<file path="src/rtl/pe_array_drain.sv">
// pe_array_drain: output-side collector for the weight-stationary systolic PE array.
// Deskews the per-column partial sums leaving the bottom of the array, accumulates
// the aligned vectors over K tile passes into a local buffer, and after the last
// pass drains the buffer through a valid/ready stream.
//
// Optional build macro DRAIN_RELU_EN: when defined, each output column is clamped
// to zero if negative at the output register (the buffer keeps raw values).
module pe_array_drain #(
    parameter int data_width         = 19,
    parameter int a_tile_row_size    = 14,
    parameter int w_tile_column_size = 2,
    parameter int acc_width          = 42,
    parameter int max_vec            = 16
) (
    input  logic                                          clk,
    input  logic                                          rst_n,
    input  logic                                          tile_start,
    input  logic [$clog2(max_vec):0]                      tile_len,
    input  logic                                          first_k,
    input  logic                                          last_k,
    input  logic [2*data_width*w_tile_column_size-1:0]    array_sum,
    output logic                                          busy,
    output logic                                          overrun,
    output logic                                          out_valid,
    input  logic                                          out_ready,
    output logic [acc_width*w_tile_column_size-1:0]       out_data,
    output logic                                          out_last
);

    localparam int W        = w_tile_column_size;
    localparam int SUM_W    = 2 * data_width;
    localparam int AW       = $clog2(max_vec);
    localparam int LW       = AW + 1;
    // Cycles spent in WAIT so that the first CAPTURE cycle lands on the aligned vector 0.
    localparam int WAIT_CYC = a_tile_row_size + W - 2;

    typedef enum logic [1:0] {
        IDLE,
        WAIT,
        CAPTURE,
        DRAIN
    } state_t;

    state_t                     state;
    logic [LW-1:0]              n_q;
    logic                       first_q;
    logic                       last_q;
    logic [15:0]                wait_cnt;
    logic [AW-1:0]              cap_idx;
    logic [LW-1:0]              rd_ptr;

    logic signed [SUM_W-1:0]    col_raw_p0 [W];
    logic signed [SUM_W-1:0]    col_al_p1  [W];
    logic signed [acc_width-1:0] acc_mem [max_vec][W];
    logic [acc_width*W-1:0]     drain_word;

    // Sign-extend one column sum to accumulator width.
    function automatic logic signed [acc_width-1:0] sext(input logic signed [SUM_W-1:0] s);
        return acc_width'(s);
    endfunction

    // Output-stage activation: clamp negatives when the ReLU build is selected.
    function automatic logic signed [acc_width-1:0] relu(input logic signed [acc_width-1:0] v);
`ifdef DRAIN_RELU_EN
        return v[acc_width-1] ? '0 : v;
`else
        return v;
`endif
    endfunction

    // ---- stage p0 -> p1: per-column deskew ----
    // Column j leaves the array j cycles after column 0 for the same vector, so it is
    // held back W-1-j cycles; the last column needs no delay.
    for (genvar j = 0; j < W; j++) begin : g_col
        localparam int D = W - 1 - j;

        assign col_raw_p0[j] = array_sum[j*SUM_W +: SUM_W];

        if (D == 0) begin : g_nodly
            assign col_al_p1[j] = col_raw_p0[j];
        end else begin : g_dly
            logic signed [SUM_W-1:0] dly_p1 [D];

            // Shift register that holds this column back until the last column catches up.
            always_ff @(posedge clk or negedge rst_n) begin
                if (!rst_n) begin
                    for (int k = 0; k < D; k++) dly_p1[k] <= '0;
                end else begin
                    dly_p1[0] <= col_raw_p0[j];
                    for (int k = 1; k < D; k++) dly_p1[k] <= dly_p1[k-1];
                end
            end

            assign col_al_p1[j] = dly_p1[D-1];
        end
    end

    // ---- stage p1 -> buffer: accumulate aligned vector ----
    // Buffer write: overwrite on the first K pass, otherwise add with two's-complement wrap.
    always_ff @(posedge clk) begin
        if (state == CAPTURE) begin
            for (int j = 0; j < W; j++) begin
                acc_mem[cap_idx][j] <= first_q ? sext(col_al_p1[j])
                                               : acc_mem[cap_idx][j] + sext(col_al_p1[j]);
            end
        end
    end

    // ---- buffer -> output register: drain read ----
    // Read the current drain entry and apply the optional activation on the way out.
    always_comb begin
        drain_word = '0;
        for (int j = 0; j < W; j++) begin
            drain_word[j*acc_width +: acc_width] = relu(acc_mem[rd_ptr[AW-1:0]][j]);
        end
    end

    // Control FSM with registered status and output stream registers.
    always_ff @(posedge clk or negedge rst_n) begin
        if (!rst_n) begin
            state     <= IDLE;
            busy      <= 1'b0;
            overrun   <= 1'b0;
            out_valid <= 1'b0;
            out_last  <= 1'b0;
            out_data  <= '0;
            n_q       <= '0;
            first_q   <= 1'b0;
            last_q    <= 1'b0;
            wait_cnt  <= '0;
            cap_idx   <= '0;
            rd_ptr    <= '0;
        end else begin
            // A start request outside IDLE is dropped but remembered until reset.
            if (tile_start && (state != IDLE)) overrun <= 1'b1;

            case (state)
                IDLE: begin
                    if (tile_start && (tile_len != '0)) begin
                        n_q      <= tile_len;
                        first_q  <= first_k;
                        last_q   <= last_k;
                        wait_cnt <= 16'(WAIT_CYC - 1);
                        cap_idx  <= '0;
                        rd_ptr   <= '0;
                        busy     <= 1'b1;
                        state    <= (WAIT_CYC == 0) ? CAPTURE : WAIT;
                    end
                end

                WAIT: begin
                    if (wait_cnt == 16'd0) state <= CAPTURE;
                    else                   wait_cnt <= wait_cnt - 16'd1;
                end

                CAPTURE: begin
                    if ({1'b0, cap_idx} == (n_q - LW'(1))) begin
                        if (last_q) begin
                            state <= DRAIN;
                        end else begin
                            state <= IDLE;
                            busy  <= 1'b0;
                        end
                    end else begin
                        cap_idx <= cap_idx + AW'(1);
                    end
                end

                DRAIN: begin
                    if (out_valid && out_ready && out_last) begin
                        state     <= IDLE;
                        busy      <= 1'b0;
                        out_valid <= 1'b0;
                        out_last  <= 1'b0;
                    end else if ((!out_valid || out_ready) && (rd_ptr != n_q)) begin
                        // Output register is free or being emptied this cycle: load next entry.
                        out_valid <= 1'b1;
                        out_data  <= drain_word;
                        out_last  <= (rd_ptr == (n_q - LW'(1)));
                        rd_ptr    <= rd_ptr + LW'(1);
                    end
                end

                default: begin
                    state <= IDLE;
                    busy  <= 1'b0;
                end
            endcase
        end
    end

endmodule
</file>
<file path="config.mk">
export PLATFORM = sky130hd
export DESIGN_NAME = pe_array_drain
export DESIGN_NICKNAME = d
export VERILOG_FILES = /design/src/rtl/pe_array_drain.sv
export SDC_FILE = /design/constraint.sdc
export NUM_CORES = 2
export LEC_CHECK = 0
export ABC_AREA = 0
export BUFFER_PORTS_ARGS = -buffer_cell sky130_fd_sc_hd__buf_2
export CORE_ASPECT_RATIO = 1.75
export CORE_MARGIN = 2
export CORE_UTILIZATION = 35
export DETAILED_ROUTE_END_ITERATION = 10
export GPL_TIMING_DRIVEN = 0
export SETUP_SLACK_MARGIN = 0.2
export SYNTH_ARGS = -nofsm -noshare
export SYNTH_HDL_FRONTEND = slang
export SYNTH_SLANG_ARGS = --single-unit
</file>
<file path="constraint.sdc">
create_clock -name clk -period 10 [get_ports clk]
set_clock_uncertainty 0.2 [all_clocks]
set_input_delay 1.5 -clock clk [delete_from_list [all_inputs] [get_ports clk]]
set_output_delay 1.5 -clock clk [all_outputs]
set_load 0.005 [all_outputs]
</file>
# After elaboration in Yosys (flattened, before gate mapping)
# Memory sizes are Yosys's and may differ from the RTL's. A register that Yosys moved wholly into a read port is not among the register bits.
# Cells that the tools add are included.
# word_totals
reg_bits,76
mem_bits_rw,1344
input_bits,87
out_inout_bits,88
elab_cells,89
memories,1
# mem_list
memory,words,word_bits,rd,rd_ports_with_merged_regs,wr,line,text
acc_mem,16,84,2,1,1,54,logic signed [acc_width-1:0] acc_mem [max_vec][W];
# classes
n_addsub,6
n_eq_ne,15
n_mux,29
bitwise_logic,1
n_reduce_logical,25
# op_table
op,count
$add 42x38->42,2
$mux 42,2
$mux 16,2
$pmux 16 s2,1
$logic_not 16->1,1
$ne 2x2->1 const B,8
$sub 16x1->16 const B,1
$mux 5,3
$mux 1,10
$mux 2,5
$pmux 5 s2,1
$reduce_bool 2->1,5
$reduce_and 3->1,3
$mux 4,2
$pmux 2 s4,1
$pmux 4 s2,1
$reduce_and 4->1,2
$add 5x1->5 const B,1
$eq 4x5->1,1
$eq 5x5->1,1
$logic_and 1x1->1,5
$ne 5x5->1,1
$reduce_and 5->1,1
$reduce_bool 5->1,1
12 further kinds,15

# Longest topological paths before layout
# depth
word_depth,6
depth_mapped,17
ltp_nobuf,13

# Least setup slack after synthesis
# Ideal clock, no wire load.
# synth_timing
path_kind,flip-flop to flip-flop
startpoint,reg cap_idx[3]
endpoint,"mem acc_mem[11][0] (netlist name), enable pin"
arrival_ns,7.095
required_time_ns,9.153
slack_ns,2.058
path_stages_with_launch,4
path_buffers,2
period_less_slack_ns,7.942
cell_sequence,dfrtp_1 clkbuf_1 clkbuf_1 nor3b_1
# synth_lines
item,line,text
from (decl),49,logic [AW-1:0] cap_idx;
from (signal assigned),165,cap_idx <= cap_idx + AW'(1);
to (decl),54,
# Straight into the memory's write port.

# Worst setup path after layout
# layout_timing
startpoint,reg cap_idx[1]
endpoint,"mem acc_mem[0][83] (netlist name), data pin"
# layout_via
elab_chain_len,3
# layout_lines
item,line,text
$mem_v2 16x84,n/a,
$add 42x38->42,104,: acc_mem[cap_idx][j] + sext(col_al_p1[j]);
$mux 42,103,acc_mem[cap_idx][j] <= first_q ? sext(col_al_p1[j])
# No other way between the ends.

==> results.toml <==
[worst_hold_path]
min_to = "overrun"
min_delay_path_depth = 1
min_from = "overrun"
hp-class = "reg2reg"

[sta]
setup_viol = 0
slew_headroom_pct = 0.129
max_freq_mhz = 109
fin_ws_ps = 847
period_share_pct = 91.5
finalCriticalPeriod_ps = 9150
rsz0062_at_grt = "false"
drv_slew = 0
tightestPinTransition_ps = 1500
final_hold_viol_count = 0
final.setup.tns_ps = 0

[detailed_routing]
post_drt_wl_per_cell_um = 33.7
wl_met2_mm = 123
drt-met1-wl_mm = 83.1
vias = 41344
met3RoutedLength_mm = 14.2
drc_errors = 0
wl_mm = 232
firstDrtPassIters = 6
ant_nets = 0
drt-initial-drc-count = 4231
top_layer_used = "met5"
via_per_inst = 6.01

[flow_run]
cap_violations = 1

[die]
start_util_pct = 35.2
pin_count = 175
die_w_um = 346
coreArea_sq_um = 204000
die_h_um = 603
die_area_sq_um = 209000
rows = 219

[logic_synthesis]
synth_cells = 3649
yosysWarnings = 0
synth_cell_types = 84
ys_seq_area_share_pct = 61.9
synth_seq_cells = 1504
syn_nets = 3827
async_reset_ff_share_pct = 10.6
synth_area_sq_um = 71700
syn_avg_cell_area_sq_um = 19.6
ys.flop_type = "edfxtp_1"
synth_edf_count = 1344

[critical_path]
path_max_fanout = 16
cp_common_cell = "clkbuf_1"
crit_path_cell_trace = "clkbuf_1 > buf_1 > clkbuf_1 > clkbuf_1 > mux4_2 > mux4_2 > ha_1 > a21oi_1 > o21ai_1 > or3_1 > a311oi_2 > o21ba_2 > o211ai_2 > o31ai_2 > mux2i_1 > xnor2_1"
crit_path_end_kind = "flip-flop"
r2r_setup_slack_ps = 850
path_buf_inv = 4
worst-setup-path-type = "reg2reg"
required_ps = 10250
critPathMaxStageDelay_ps = 1070
rr_endpoint = "acc_mem[0][83]"
cp-start-kind = "flip-flop"
cp_top_family = "buffers and inverters"
slowest_stage = "clkbuf_1"
reg2reg_depth = 16
arrival_ps = 9410
startpoint = "cap_idx[1]"
rr_startpoint = "cap_idx[1]"

[global_routing]
grt_max_degree = 63
grt_pass1_vias = 43874
grt.total_usage_pct = 22.1
grt_overflow = 0
grt_first_pass_wirelength_mm = 327
grt_antenna_before_repair = 10

[cts]
path_clk_slew_ps = 70
clock_sinks = 1504
cts_tree = "built"
cts_root_buf = "clkbuf_16"
htreeDepth = 4
postCtsSetupBuffers = 0
cts-buffers-inserted = 153
clockBufferDepth = 4
worstSkewPairLatency_ps = 820
holdBufCountCts = 0
cts_resized = 0

[placed_design]
dpl.hpwl_mm = 164
post-place-ws_ps = 322
port_buffers = 174
place_congestion = 0.911
post_dp_cell_area_sq_um = 78100

[status]
violations = "capacitance limit"
outcome = "finished, violations left"

[finish]
final_common_cell = "edfxtp_1"
drive_gt1_share_pct = 37.3
syn_to_final_growth_pct = 15.9
final_net_count = 4289
layout_common_cells = "edfxtp_1, mux4_2, buf_2, clkbuf_1, dfrtp_1"
final_area_sq_um = 83100

[power_and_ir_drop]
power.leakage_uw = 0.0265
p_total_uw = 27500
powerDensity_nw_per_um2 = 332
power_switching_share_pct = 36.1
power_switching_uw = 9950
internal-power_uw = 17600
vdd_ir_drop_max_mv = 0.152
p_clk_share_pct = 21.2
p_comb_share_pct = 42.7
pwr-share-seq_pct = 36.0
cell usage after synthesis, types with 46 or more instances:
cell	n	area (sq um)
dfrtp_1	160	4000
nor2_1	80	300
a21oi_1	82	410
clkbuf_1	147	552
nand2_1	136	510
xnor2_1	53	464
mux4_2	840	18900
edfxtp_1	1344	40400
a21o_1	46	345
ha_1	89	1110
buf_2	74	370
o21ai_0	121	606
mux2_2	94	1060
how the worst max path moves through the flow:
stage                      endpoint  slack (ps)  cells past startpoint
finish               acc_mem[0][83]         850                     16
global route         acc_mem[0][83]         730                     16
CTS                  acc_mem[8][77]         290                     16
detailed placement  acc_mem[15][77]         320                     16
global placement    acc_mem[11][76]       -9450                      3
floorplan            acc_mem[11][0]        2060                      3
layout make-up:
cell class | count | area, sq um
Clock inverter | 54 | 688
Multi-Input combinational cell | 1862 | 26300
Buffer | 244 | 1020
Clock buffer | 214 | 4230
Sequential cell | 1504 | 44400
Tap cell | 2652 | 3320
Inverter | 39 | 146
Antenna cell | 4 | 10.0
Timing Repair Buffer | 307 | 2960
Fill cell | 17940 | 121000
worst register-to-register path, delay by kind of cell (launching register included):
family,cells,cell delay (ps)
compound gates,6,2390
xor+xnor,1,830
fa+ha+maj,1,470
buf+inv,4,3000
flops,1,380
mux,3,1060
simple gates,1,480
cells by family after synthesis:
kind of cell	after synthesis	share of synthesized area, %
adder cells (fa/ha/maj)	91	1.61
flip-flops	1504	61.9
AND/OR/NAND/NOR	362	2.42
buffers and inverters	283	1.62
multiplexers	937	27.9
AO/OA/AOI/OAI	382	3.46
XOR/XNOR	90	1.10
registers in the layout (all words and copies together) (netlist names):
| signal | flops |
|---|---|
| acc_mem | 1344 |
| busy | 1 |
| cap_idx | 4 |
| first_q | 1 |
| g_col.g_dly.dly_p1 | 38 |
| last_q | 1 |
| n_q | 5 |
| out_data | 84 |
| out_last | 1 |
| out_valid | 1 |
| overrun | 1 |
| rd_ptr | 5 |
| state | 2 |
| wait_cnt | 16 |
power by group through the flow:
stage	clock, uW	combinational [uW]	sequential, uW
2_1_floorplan	0	7480	9990
3_3_place_gp	0	11200	10200
3_5_place_dp	0	11800	10100
4_1_cts	5920	11800	9960
5_1_grt	6110	12600	9990
6_report	5850	11800	9920
stage by stage:
step                      instances  utilization (%)  hold slack (ps)
after floorplan                3649                -              259
after global placement         6475             37.3              249
after detailed placement       6605             38.3              254
after CTS                      6873             40.8              277
after global routing           6877             40.8              292
final                          6880             40.8              265
per-layer routing:
layer / up-vias / global-route usage, %
li1: 16561 / -
met1: 22354 / 25.9
met2: 1877 / 40.1
met3: 548 / 3.23
met4: 4 / 9.86
met5: - / 0
(Power assumes the default switching activity.)
